$ cat config.mk
export PLATFORM = sky130hd
export DESIGN_NAME = alu_reservation_station
export DESIGN_NICKNAME = d
export VERILOG_FILES = /design/src/rtl/alu_reservation_station_pkg.sv /design/src/rtl/alu_reservation_station_pick_lowest.sv /design/src/rtl/alu_reservation_station.sv
export SDC_FILE = /design/constraint.sdc
export NUM_CORES = 1
export LEC_CHECK = 0
export BUFFER_PORTS_ARGS = -buffer_cell sky130_fd_sc_hd__buf_4
export CORE_MARGIN = 2
export CORE_UTILIZATION = 60
export DETAILED_ROUTE_END_ITERATION = 12
export PLACE_DENSITY = 0.79
export SYNTH_ARGS = -nofsm -noshare
export SYNTH_HDL_FRONTEND = slang
export SYNTH_HIERARCHICAL = 1
export SYNTH_SLANG_ARGS = --single-unit
export TNS_END_PERCENT = 5
$ cat constraint.sdc
create_clock -name clk_in -period 6.15 [get_ports clk_in]
set_input_delay 0.9225 -clock clk_in [delete_from_list [all_inputs] [get_ports clk_in]]
set_output_delay 0.9225 -clock clk_in [all_outputs]
set_load 0.1 [all_outputs]
$ cat src/rtl/alu_reservation_station_pkg.sv
// Shared definitions for the ALU reservation station.
//   - Default ROB id and ALU opcode widths.
//   - ALU opcode encodings (arithmetic, logic, shifts, compares, branches).
//   - rs_entry_t: one reservation-station slot. Its field widths come from the
//     package defaults, so the top-level ROB_W / OP_W must keep those values.
package alu_reservation_station_pkg;

    localparam int ROB_W_DEF = 5;
    localparam int OP_W_DEF  = 4;

    localparam logic [OP_W_DEF-1:0] ALU_ADD  = 4'd0;
    localparam logic [OP_W_DEF-1:0] ALU_SUB  = 4'd1;
    localparam logic [OP_W_DEF-1:0] ALU_AND  = 4'd2;
    localparam logic [OP_W_DEF-1:0] ALU_OR   = 4'd3;
    localparam logic [OP_W_DEF-1:0] ALU_XOR  = 4'd4;
    localparam logic [OP_W_DEF-1:0] ALU_SLL  = 4'd5;
    localparam logic [OP_W_DEF-1:0] ALU_SRL  = 4'd6;
    localparam logic [OP_W_DEF-1:0] ALU_SRA  = 4'd7;
    localparam logic [OP_W_DEF-1:0] ALU_SLT  = 4'd8;
    localparam logic [OP_W_DEF-1:0] ALU_SLTU = 4'd9;
    localparam logic [OP_W_DEF-1:0] ALU_BEQ  = 4'd10;
    localparam logic [OP_W_DEF-1:0] ALU_BNE  = 4'd11;
    localparam logic [OP_W_DEF-1:0] ALU_BLT  = 4'd12;
    localparam logic [OP_W_DEF-1:0] ALU_BGE  = 4'd13;
    localparam logic [OP_W_DEF-1:0] ALU_BLTU = 4'd14;
    localparam logic [OP_W_DEF-1:0] ALU_BGEU = 4'd15;

    typedef struct packed {
        logic                 busy;
        logic [ROB_W_DEF-1:0] rob_id;
        logic [OP_W_DEF-1:0]  op;
        logic [31:0]          vj;
        logic [31:0]          vk;
        logic [ROB_W_DEF-1:0] qj;
        logic [ROB_W_DEF-1:0] qk;
        logic                 pj;
        logic                 pk;
    } rs_entry_t;

endpackage

$ cat src/rtl/alu_reservation_station_pick_lowest.sv
// rs_pick_lowest: priority encoder returning the lowest set bit of vec.
//   vec   in  N      request bits
//   found out 1      at least one bit set
//   index out IDX_W  index of the lowest set bit (0 when none)
module rs_pick_lowest #(
    parameter int N     = 8,
    parameter int IDX_W = $clog2(N)
) (
    input  logic [N-1:0]     vec,
    output logic             found,
    output logic [IDX_W-1:0] index
);

    // Scan high to low so the lowest set bit is the last one written.
    always_comb begin
        found = 1'b0;
        index = '0;
        for (int i = N - 1; i >= 0; i--) begin
            if (vec[i]) begin
                found = 1'b1;
                index = IDX_W'(i);
            end
        end
    end

endmodule

$ cat src/rtl/alu_reservation_station.sv
// alu_reservation_station: out-of-order issue buffer in front of the ALU.
//   clk_in, rst_in (sync, active-low), rdy_in (pause), _clear (flush), _stall
//   _issue_*      new decoded instruction with renamed operands
//   _rs_full      no free slot; issue must not be driven while high
//   _alu_full     ALU back-pressure
//   _alu_*        registered dispatch outputs, _alu_ready one pulse per instr
//   _cdb_*        common data bus broadcast, snooped every cycle
//
// Dispatch handshake: _alu_ready is a valid pulse. An instruction is handed
// over on an edge where a ready entry exists and _alu_full and _stall are both
// low; the ALU accepts every pulse. _alu_full is the ALU's ready, inverted, and
// is only consulted when choosing whether to dispatch on the next edge.
module alu_reservation_station
    import alu_reservation_station_pkg::*;
#(
    parameter int RS_SIZE = 8,
    parameter int ROB_W   = ROB_W_DEF,
    parameter int OP_W    = OP_W_DEF
) (
    input  logic             clk_in,
    input  logic             rst_in,
    input  logic             rdy_in,
    input  logic             _clear,
    input  logic             _stall,
    input  logic             _issue_valid,
    input  logic [ROB_W-1:0] _issue_rob_id,
    input  logic [OP_W-1:0]  _issue_op,
    input  logic [31:0]      _issue_vj,
    input  logic [31:0]      _issue_vk,
    input  logic [ROB_W-1:0] _issue_qj,
    input  logic [ROB_W-1:0] _issue_qk,
    input  logic             _issue_pj,
    input  logic             _issue_pk,
    output logic             _rs_full,
    input  logic             _alu_full,
    output logic             _alu_ready,
    output logic [ROB_W-1:0] _alu_rob_id,
    output logic [OP_W-1:0]  _alu_op,
    output logic [31:0]      _alu_vj,
    output logic [31:0]      _alu_vk,
    input  logic             _cdb_ready,
    input  logic [ROB_W-1:0] _cdb_rob_id,
    input  logic [31:0]      _cdb_value
);

    localparam int IDX_W = $clog2(RS_SIZE);

    rs_entry_t entries [RS_SIZE];
    rs_entry_t new_entry;

    logic [RS_SIZE-1:0] busy_vec;
    logic [RS_SIZE-1:0] free_vec;
    logic [RS_SIZE-1:0] ready_vec;
    logic               free_found;
    logic [IDX_W-1:0]   free_idx;
    logic               ready_found;
    logic [IDX_W-1:0]   ready_idx;
    logic               issue_fire;
    logic               dispatch_fire;

    // All selection uses registered state, so a wake-up at edge E is only
    // visible to dispatch at E+1 and a freed slot is reusable one cycle later.
    always_comb begin
        busy_vec  = '0;
        ready_vec = '0;
        for (int i = 0; i < RS_SIZE; i++) begin
            busy_vec[i]  = entries[i].busy;
            ready_vec[i] = entries[i].busy && !entries[i].pj && !entries[i].pk;
        end
    end

    assign free_vec      = ~busy_vec;
    assign _rs_full      = &busy_vec;
    assign issue_fire    = _issue_valid && !_rs_full;
    assign dispatch_fire = ready_found && !_alu_full && !_stall;

    rs_pick_lowest #(.N(RS_SIZE), .IDX_W(IDX_W)) u_pick_free (
        .vec   (free_vec),
        .found (free_found),
        .index (free_idx)
    );

    rs_pick_lowest #(.N(RS_SIZE), .IDX_W(IDX_W)) u_pick_ready (
        .vec   (ready_vec),
        .found (ready_found),
        .index (ready_idx)
    );

    // Incoming entry, with same-cycle CDB forwarding so an operand broadcast
    // while its consumer is being issued is not missed.
    always_comb begin
        new_entry        = '0;
        new_entry.busy   = 1'b1;
        new_entry.rob_id = _issue_rob_id;
        new_entry.op     = _issue_op;
        new_entry.vj     = _issue_vj;
        new_entry.vk     = _issue_vk;
        new_entry.qj     = _issue_qj;
        new_entry.qk     = _issue_qk;
        new_entry.pj     = _issue_pj;
        new_entry.pk     = _issue_pk;
        if (_cdb_ready && _issue_pj && (_cdb_rob_id == _issue_qj)) begin
            new_entry.vj = _cdb_value;
            new_entry.pj = 1'b0;
        end
        if (_cdb_ready && _issue_pk && (_cdb_rob_id == _issue_qk)) begin
            new_entry.vk = _cdb_value;
            new_entry.pk = 1'b0;
        end
    end

    always_ff @(posedge clk_in) begin
        if (!rst_in) begin
            for (int i = 0; i < RS_SIZE; i++) begin
                entries[i] <= '0;
            end
            _alu_ready  <= 1'b0;
            _alu_rob_id <= '0;
            _alu_op     <= '0;
            _alu_vj     <= '0;
            _alu_vk     <= '0;
        end else if (!rdy_in) begin
            // Entries hold; dropping the pulse keeps the last dispatch from
            // being seen again while the CPU is paused.
            _alu_ready <= 1'b0;
        end else if (_clear) begin
            for (int i = 0; i < RS_SIZE; i++) begin
                entries[i].busy <= 1'b0;
            end
            _alu_ready <= 1'b0;
        end else begin
            for (int i = 0; i < RS_SIZE; i++) begin
                if (_cdb_ready && entries[i].busy) begin
                    if (entries[i].pj && (entries[i].qj == _cdb_rob_id)) begin
                        entries[i].vj <= _cdb_value;
                        entries[i].pj <= 1'b0;
                    end
                    if (entries[i].pk && (entries[i].qk == _cdb_rob_id)) begin
                        entries[i].vk <= _cdb_value;
                        entries[i].pk <= 1'b0;
                    end
                end
            end

            if (dispatch_fire) begin
                _alu_ready             <= 1'b1;
                _alu_rob_id            <= entries[ready_idx].rob_id;
                _alu_op                <= entries[ready_idx].op;
                _alu_vj                <= entries[ready_idx].vj;
                _alu_vk                <= entries[ready_idx].vk;
                entries[ready_idx].busy <= 1'b0;
            end else begin
                _alu_ready <= 1'b0;
            end

            // The issue slot is free and the dispatch slot is busy, so these
            // two writes never target the same entry.
            if (issue_fire && free_found) begin
                entries[free_idx] <= new_entry;
            end
        end
    end

endmodule

==> results.ini <==
[status]
status = finished clean

[timing]
worst_slack_ns = 1.91
finalSetupViolCount = 0
timing.hold.ws_ns = 0.520
maxSlewViolCount = 0
tns_ns = 0
finalHoldViolations = 0
clock.fmax_ghz = 0.236
layout_min_cycle_time_ns = 4.24
period_share = 0.689
worst-slew-pin-transition_ns = 1.32
clock_skew_ns = 0.0248
rsz0062_at_grt = no
slew_headroom = 0.116

[synthesis]
synth_common_cells = edfxtp_1 (680), a22o_1 (516), and2_1 (161)
synthArstFlopShare = 0
syn-num-nets = 2919
syn_inst = 2789
synth.area.top_cells = edfxtp_1 (55%), a22o_1 (12%), dfxtp_1 (4.4%), buf_6 (3.0%), and2_1 (2.7%)
synth_area_per_cell_sq_um = 13.2
synth_top_area_cell = edfxtp_1
ys.flop_type = edfxtp_1
synth_edf_count = 680
synth_most_common_cell = edfxtp_1
synth_area_sq_mm = 0.0369
netlist.area_leader.share = 0.553
yosysSeqAreaShare = 0.597
yosys_warnings = 6
yosysUniqueCellTypes = 58
ys_ff_latch = 762

[routing]
wl_per_cell_microns = 32.8
drc = 0
dr.pass1.iters = 8
routed_wl_microns = 120000
via_per_inst = 7.47
final_antenna_net_count = 0
vias = 27200
drtIter0Drc = 4441

[flow_run]
drv_cap = 0

[layout]
drive_gt1_frac = 0.196
nNetsFinal = 2918
fin_cells = 3640
area_growth_pct = 10.7

[clock_network]
clk_path_buf_depth = 3
clk_pin_slew_ns = 0.06
cts_tree = done
hold_buffers = 0
cts_buffers = 79
cts_setup_buffers = 0
cts_resized = 0
h-tree-depth = 3
cts.sinks = 762
root_buffer = clkbuf_16
clkLatencyLatePin_ns = 0.63

[global_route]
grt_pass1_vias = 26600
grt_pass1_wl_microns = 173000
grt_util_all_layers = 0.370
antenna_found_initial = 13
grt_max_degree = 121
grt-ovfl-total = 0

[die]
core_sq_mm = 0.0606
die_w_microns = 252
ios = 205
num_rows = 90
dieHeight_microns = 252
start_util = 0.610
die_area_sq_mm = 0.0636

[placement]
port_buffers = 204
hpwlAfterDp_microns = 66200
place.gp.congestion = 0.941
place_inst = 3489
dp_slack_ns = 2.04

[setup_path]
cp_num_buf_inv = 2
worst_ep_arrival_time_ns = 4.49
timing.rr.end = entries[6][64]
slowest_stage = nand2_1
start_kind = register
rrSetupSlack_ns = 1.91
end_kind = register
cp.required_ns = 6.40
r2r-start = entries[3][85]
cp_max_fo = 33
crit_type = register to register
cp_top_family = simple AND/OR/NAND/NOR gates
r2r_cells = 8
crit_chain = inv_1 > nor4_2 > nor2b_1 > and4b_1 > o211ai_4 > nand2_1 > o21bai_4 > buf_4
max_stage_delay_ns = 0.86

[hold_path]
hold_path_depth = 2
hp-start = entries[2][85]
hold_class = register to register
min_to = entries[2][85]

[power]
p_total_mw = 11.3
ir_drop_mv = 0.184
p_leak_nw = 14.9
power_density_mw_per_mm2 = 276

-- sequential cells by signal (all words and copies together) (netlist names) --
register / count
_alu_op: 4
entries: 688
_alu_vj: 32
_alu_rob_id: 5
_alu_ready: 1
_alu_vk: 32
-- cell usage in the layout, fill, tap and decap left out, drive strengths merged, types with 23 or more instances in the layout --
master,Yosys,final
a211o,32,32
a21oi,93,93
a221oi,35,35
a222oi,32,32
a22o,516,516
a22oi,71,71
and2,161,161
buf,248,281
clkbuf,115,102
clkinv,0,32
dfxtp,82,82
edfxtp,680,680
mux2,57,57
mux2i,73,73
nand2,72,72
nand3,28,28
nand4,23,23
nor2,88,88
o211ai,40,40
o21ai,109,109
xor2,68,68
-- cell families (layout without fill, tap and decap cells) --
family | after synthesis | in the layout | share of synthesized area
other | 0 | 7 | 0
xor gates and xnor gates | 90 | 90 | 0.0213
buffers and inverters | 381 | 443 | 0.0607
DFF | 762 | 762 | 0.597
and+or+nand+nor | 441 | 441 | 0.0690
muxes | 130 | 130 | 0.0371
AOI/OAI and AO/OA | 985 | 985 | 0.215
-- worst max path at each step --
stage                    from        endpoint  depth (start not counted)
2_1_floorplan  _cdb_rob_id[1]   entries[2][0]                          6
5_1_grt        entries[3][85]  entries[6][33]                          8
4_1_cts        entries[3][85]  entries[6][72]                          8
3_3_place_gp           rst_in  entries[6][31]                          6
6_report       entries[3][85]  entries[6][64]                          8
3_5_place_dp           rst_in  entries[6][32]                          6
-- routing by layer --
metal / global-route usage / up-vias / wire, microns
met5: 0 / - / 90
met4: 0.201 / 14 / 6710
met3: 0.0989 / 487 / 17200
met2: 0.571 / 2349 / 54300
met1: 0.481 / 13300 / 41200
li1: - / 11000 / -
-- worst reg2reg max path, stage by stage (launching register included) --
cell and delay, ns:
dfxtp_1 0.46, inv_1 0.14, nor4_2 0.40, nor2b_1 0.28
and4b_1 0.57, o211ai_4 0.30, nand2_1 0.86, o21bai_4 0.29
buf_4 0.54
-- layout make-up --
| cell class | count | area (sq um) |
|---|---|---|
| Multi-Input combinational cell | 1646 | 13000 |
| Timing Repair Buffer | 281 | 2160 |
| Antenna cell | 7 | 17.5 |
| Fill cell | 4176 | 19700 |
| Sequential cell | 762 | 22100 |
| Clock buffer | 102 | 2210 |
| Tap cell | 782 | 978 |
| Inverter | 18 | 67.6 |
| Clock inverter | 42 | 404 |
-- per-stage QoR --
step,instance area [sq um],utilization
CTS,40900,0.675
finish,40900,0.675
global placement,38300,0.632
detailed placement,38300,0.632
global route,40900,0.675
floorplan,36900,-
-- where the power goes --
group          switching [mW]  internal, mW  leakage (nW)
clock                    2.03          2.83          1.28
combinational           0.420         0.158          5.88
sequential             0.0550          5.78          7.72
Note: power is estimated with default switching activity, not from simulation.
